$ cat config.mk
export PLATFORM = sky130hd
export DESIGN_NAME = pe_out_drain
export DESIGN_NICKNAME = d
export VERILOG_FILES = /design/src/rtl/pe_out_drain.sv
export SDC_FILE = /design/constraint.sdc
export NUM_CORES = 1
export LEC_CHECK = 0
export ABC_CLOCK_PERIOD_IN_PS = 2400
export CORE_AREA = 4 4 307 309
export CTS_CLUSTER_SIZE = 10
export DETAILED_ROUTE_END_ITERATION = 8
export DIE_AREA = 0 0 311 313
export PLACE_DENSITY = 0.77
export SYNTH_ARGS = -nofsm -noshare
export SYNTH_HDL_FRONTEND = slang
export SYNTH_SLANG_ARGS = --single-unit
$ cat constraint.sdc
create_clock -name clk -period 2.4 [get_ports clk]
set_input_delay 0.36 -clock clk [delete_from_list [all_inputs] [get_ports clk]]
set_output_delay 0.36 -clock clk [all_outputs]
set_load 0.005 [all_outputs]
$ cat src/rtl/pe_out_drain.sv
// pe_out_drain: captures finished PE-array output tiles into two ping-pong
// banks and streams them out one row per beat over valid/ready. Tiles that
// arrive while both banks are full are dropped and counted.
module pe_out_drain #(
    parameter int COL   = 16,
    parameter int ROW   = 2,
    parameter int DW    = 16,
    parameter int TAG_W = 1
) (
    input  logic                                      clk,
    input  logic                                      rst_n,
    input  logic                                      in_valid,
    input  logic [ROW*COL*DW-1:0]                     in_data,
    input  logic [TAG_W-1:0]                          in_tag,
    output logic                                      in_ready,
    output logic                                      out_valid,
    input  logic                                      out_ready,
    output logic [COL*DW-1:0]                         out_data,
    output logic [((ROW > 1) ? $clog2(ROW) : 1)-1:0]  out_row,
    output logic [TAG_W-1:0]                          out_tag,
    output logic                                      out_last,
    input  logic                                      ovf_clr,
    output logic                                      overflow,
    output logic [7:0]                                drop_cnt
);

    localparam int RW        = (ROW > 1) ? $clog2(ROW) : 1;
    localparam int ROW_BITS  = COL * DW;
    localparam int TILE_BITS = ROW * ROW_BITS;
    localparam logic [RW-1:0] LAST_ROW = RW'(ROW - 1);

    logic [TILE_BITS-1:0] bank [2];
    logic [TAG_W-1:0]     tag  [2];
    logic [1:0]           count;
    logic                 wr_ptr;
    logic                 rd_ptr;
    logic [RW-1:0]        row_idx;

    logic                 capture;
    logic                 drop;
    logic                 accept;
    logic                 release_beat;
    logic [TILE_BITS-1:0] head_tile;

    // The array never stalls, so in_ready is status only: a tile arriving
    // while both banks are occupied is lost, even if a bank frees this cycle.
    assign in_ready     = (count != 2'd2);
    assign capture      = in_valid && in_ready;
    assign drop         = in_valid && !in_ready;
    assign out_valid    = (count != 2'd0);
    assign accept       = out_valid && out_ready;
    assign out_last     = (row_idx == LAST_ROW);
    assign release_beat = accept && out_last;
    assign head_tile    = bank[rd_ptr];
    assign out_row      = row_idx;
    assign out_tag      = tag[rd_ptr];

    // Select the current row of the head tile; stays stable while stalled.
    always_comb begin
        out_data = '0;
        for (int r = 0; r < ROW; r++) begin
            if (row_idx == RW'(r)) begin
                out_data = head_tile[r*ROW_BITS +: ROW_BITS];
            end
        end
    end

    // Bank storage, ping-pong pointers, occupancy, row walk and drop tracking.
    always_ff @(posedge clk or negedge rst_n) begin
        if (!rst_n) begin
            bank[0]  <= '0;
            bank[1]  <= '0;
            tag[0]   <= '0;
            tag[1]   <= '0;
            count    <= 2'd0;
            wr_ptr   <= 1'b0;
            rd_ptr   <= 1'b0;
            row_idx  <= '0;
            overflow <= 1'b0;
            drop_cnt <= 8'd0;
        end else begin
            if (capture) begin
                bank[wr_ptr] <= in_data;
                tag[wr_ptr]  <= in_tag;
                wr_ptr       <= ~wr_ptr;
            end

            if (accept) begin
                if (out_last) begin
                    row_idx <= '0;
                    rd_ptr  <= ~rd_ptr;
                end else begin
                    row_idx <= row_idx + RW'(1);
                end
            end

            case ({capture, release_beat})
                2'b10:   count <= count + 2'd1;
                2'b01:   count <= count - 2'd1;
                default: count <= count;
            endcase

            if (ovf_clr) begin
                overflow <= drop;
                drop_cnt <= drop ? 8'd1 : 8'd0;
            end else if (drop) begin
                overflow <= 1'b1;
                if (drop_cnt != 8'hFF) begin
                    drop_cnt <= drop_cnt + 8'd1;
                end
            end
        end
    end

endmodule

# == Yosys cells after proc, flatten, opt, wreduce, memory -nomap -nowiden ==
# Cells that the tools add are included.
# op_classes
bitwise,4
div,0
n_mul,0
n_reduce_logical,12
magnitude_cmp,3
n_mux,21
n_eq_ne,4
addsub,4
n_shift,0
# op_table
cell,n
$mux W512,4
$bwmux W1024,1
$demux W512 S1,1
$mux W256,1
$mux W8,3
$add A8 B1 Y8 const B,1
$mux W1,8
$ne A8 B8 Y1 const B,1
$reduce_bool A2 Y1,4
$logic_and A1 B1 Y1,5
$ge A2 B2 Y1 const B,2
$not A1 Y2,2
$pmux W2 S2,1
$reduce_and A2 Y1,2
$add A2 B1 Y2 const B,1
$bwmux W2,1
$eq A2 B1 Y1 const B,1
$eq A2 B2 Y1 const B,1
$lt A2 B1 Y1 const B,1
$ne A2 B2 Y1 const B,1
$not A1 Y1,2
$sub A2 B1 Y2 const B,1
$add A1 B1 Y1 const B,1
$demux W1 S1,1
$logic_not A1 Y1,1
# totals
out_inout_bits,270
rom_bits,0
n_memories,0
latch_bits,0
regBits,1040
ramBits,0
elab_cells,58

# == Logic depth before layout (Yosys ltp) ==
# logic_depth
word_depth,6
mapped_depth,7

# == Least setup slack after synthesis ==
# OpenSTA, ideal clock, no wires.
# synth_timing
kind,reg-to-output
startpoint,register rd_ptr
endpoint,output out_data[237]
slack_ns,0.517
n_path_buf,3
t_required_ns,2.040
path_stages_with_launch,5
t_arrival_ns,1.523
cell_sequence,dfrtp_1 -> clkbuf_1 -> buf_4 -> buf_2 -> mux4_2
# synth_via
elab_chain_len,5
# synth_rtl
element,line_no,rtl
"start, declared",36,logic rd_ptr;
"start signal, assigned",91,rd_ptr <= ~rd_ptr;
$not A1 Y2 (not written as such),54,assign head_tile = bank[rd_ptr];
$mux W512 (not written as such) (3 in a row),54,
$mux W256,62,if (row_idx == RW'(r)) begin
"end, declared",18,"output logic [COL*DW-1:0] out_data,"
# No other way between the ends. The select of a mux whose other input is x is not followed.

# == Worst setup path in the final report ==
# layout_timing
startpoint,register rd_ptr
endpoint,output out_data[2]
# Same word-level chain as after synthesis.

==> results.md <==
* Cell Count, Final, Fillers Out at between 4000 and 5000
* Syn nets at 3073
* Detailed Place HPWL at between 80 and 90 mm
* Number of synthesized register bits at between 1000 and 1500
* Avg Synthesized Cell Area at between 15 and 20 um2
* Final worst setup slack at -0.456 ns
* Hold slack final at 0.220 ns
* Startpoint Class: flip-flop
* Peak Freq at between 0.3 and 0.4 GHz
* GRT Resource Usage Total at roughly a quarter
* Main synth FF type: dfrtp_1
* Final slew viol count at 0
* Global-route wire length before repair at between 150 and 200 mm
* Pwr Density at about 1500 mW/mm2
* IO Count at 788
* Vias at ~28000
* Peak supply drop at roughly 0.00098 V
* CP Data Required Time at around 2.0 ns
* CTS Buffer Depth at 3
* Buffers added on ports at 787
* Finished Cell Area at a little over 0.06 mm2
* Crit-path max FO at 7
* Status: complete, but fails checks
* RSZ-0062 raised after global routing: true
* Initial core utilization at around half
* CTS tree: built
* Placed Cells at approximately 4500
* GR Overflow Total at 0
* Pleak at 25.7 nW
* Max-Slew Margin vs Limit at between 50% and 60%
* CTS buffer count at between 100 and 150
* Row count at 111
* First-pass DRT Iterations at 5
* Largest net degree at the start of global routing at 101
* Min Tclk post-route at 2.86 ns
* Dpl ws at 0.0453 ns
* Ratio of cells with drive above 1 in the final layout at about 54%
* Final ANT Viol Nets at 0
* Die X at between 300 and 400 um
* Root Buffer Master: clkbuf_16
* Wire per inst at approximately 27 um
* Mapped Cells at between 2000 and 3000
* Routability cong. at 0.887
* Asr flop ratio synth at 100%
* Hold Path Class: input port to async pin
* Commonest non-fill, non-tap cell in the layout: dfrtp_1
* Clock sinks at roughly 1000
* Die Area at ~0.097 mm2
* Hold Vio Cnt, Final at 0
* Antenna violations before repair at 63
* Area Growth Syn to Fin at 30.3%
* Slew @ Worst Pin at 0.657 ns
* Die Y at about 310 um
* Wirelength, routed at 129 mm
* Vias per cell at between 5 and 6
* Vias in the first global route at between 30000 and 40000
* Tcrit/Tclk final at 119%
* Core area at around 0.091 mm2
* Critical Path AT at around 2.5 ns
* Skew-Pair Late Insertion Delay at 0.69 ns
* Worst Setup Path Type: flip-flop to primary output
* Post-synth EDFFs at 0
* Mapped Area at ~0.046 mm2
* Area post-placement at about 0.056 mm2
* Worst r2r path cells at 5
* Final-stage net count at 4085
* Crit. End Element: primary output
* Synth Warn # at 0
* Worst-path clk slew at roughly 0.060 ns
* DR DRC count at 0
* Setup violators final at between 200 and 300
* Unique masters post-synth at 40
* Worst Skew at 0.0178 ns
* Sequential element share of the synthesized area at roughly 56%
* H-tree depth at 3
* Max-cap viol count at 0
* Failing checks: setup timing
* Most frequent cells in the layout: dfrtp_1, mux2_2, clkdlybuf4s50_1
* Iteration-0 DRC count of the detailed router at 1649
==> synthesized netlist by cell type, drive strengths merged (2+ instances only) <==
| cell | instances | share of area, % |
|---|---|---|
| and3b | 2 | 0.038 |
| a211oi | 3 | 0.049 |
| a41oi | 2 | 0.038 |
| nand2 | 5 | 0.041 |
| nor4b | 3 | 0.057 |
| buf | 157 | 4.1 |
| nand3 | 2 | 0.022 |
| ha | 2 | 0.054 |
| mux2 | 1029 | 26 |
| mux4 | 256 | 12 |
| nor2 | 3 | 0.024 |
| and3 | 2 | 0.027 |
| dfrtp | 1040 | 56 |
| xor2 | 2 | 0.038 |
| inv | 3 | 0.024 |
| nor2b | 2 | 0.027 |
| clkbuf | 18 | 0.15 |
| nand2b | 3 | 0.057 |
| xnor2 | 4 | 0.076 |
==> path summary, 6_finish.rpt <==
| kind | from | end | slack, ns |
|---|---|---|---|
| setup / recovery | rd_ptr | out_data[2] | -0.46 |
| max in group asynchronous | rst_n | bank[970] | 1.22 |
| hold reg to reg | bank[320] | bank[320] | 0.50 |
| min in group clk | out_ready | out_last | 0.27 |
| hold / removal | rst_n | bank[523] | 0.22 |
| setup reg to reg | count[0] | bank[832] | 0.38 |
==> flip-flops by register name, summed over array words and instances (netlist names) <==
name and count:
bank 1024, count 2, drop_cnt 8, out_last 1
overflow 1, rd_ptr 1, tag 2, wr_ptr 1
==> through the flow <==
| stage | power (mW) | util (%) | setup TNS, ns |
|---|---|---|---|
| final | 90.3 | 66.0 | -82.45 |
| after global routing | 94.7 | 66.0 | -107.31 |
| after CTS | 88.3 | 64.2 | -144.20 |
| after detailed placement | 73.0 | 60.8 | 0 |
| after global placement | 71.3 | 60.8 | 0 |
| after floorplan | 55.2 | - | 0 |
==> power by group <==
group | total [mW] | switching, mW | leakage (nW) | internal, mW
Clock | 15.5 | 6.66 | 1.53 | 8.83
Sequential | 31.5 | 4.84 | 12.2 | 26.6
Combinational | 43.3 | 16.2 | 12.0 | 27.1
Total | 90.3 | 27.7 | 25.7 | 62.5
==> layout make-up <==
type,instances,area (um2)
antenna,47,118
multi-input combinational,1335,18300
tap,1186,1480
timing repair buffer,1069,11200
clock inverter,7,97.6
clock buffer,133,3030
inverter,3,11.3
sequential,1040,26000
fill,6139,31100
==> logic make-up after synthesis <==
kind of cell / count (synthesis) / synth area share [%]
buffers and inverters: 178 / 4.27
flip-flops: 1040 / 56.2
XOR/XNOR: 6 / 0.113
adder cells (fa/ha/maj): 2 / 0.0540
AND/OR/NAND/NOR: 30 / 0.413
multiplexers: 1286 / 38.8
AO/OA/AOI/OAI: 11 / 0.181
==> timing repair <==
action	CTS	global route
hold buffers	1	0
gates resized for setup	156	734
pin swaps	0	0
cloned	0	21
buffers inserted	2	134
setup endpoints to repair	260	260
hold endpoints to repair	155	0
==> worst max-delay path: stages (launching register included) <==
cell and delay [ns]:
dfrtp_4 0.57, buf_12 0.19, buf_4 0.15, clkbuf_16 0.15
buf_4 0.13, mux4_2 0.46, buf_2 0.16
==> metal layers <==
metal | GRT usage (%) | wire [um] | vias to the layer above
met5 | 0 | 216 | -
met4 | 11.0 | 4980 | 34
met3 | 7.44 | 9100 | 260
met2 | 42.9 | 66700 | 959
met1 | 29.5 | 47800 | 14700
li1 | - | - | 11600
(Power assumes the default switching activity.)
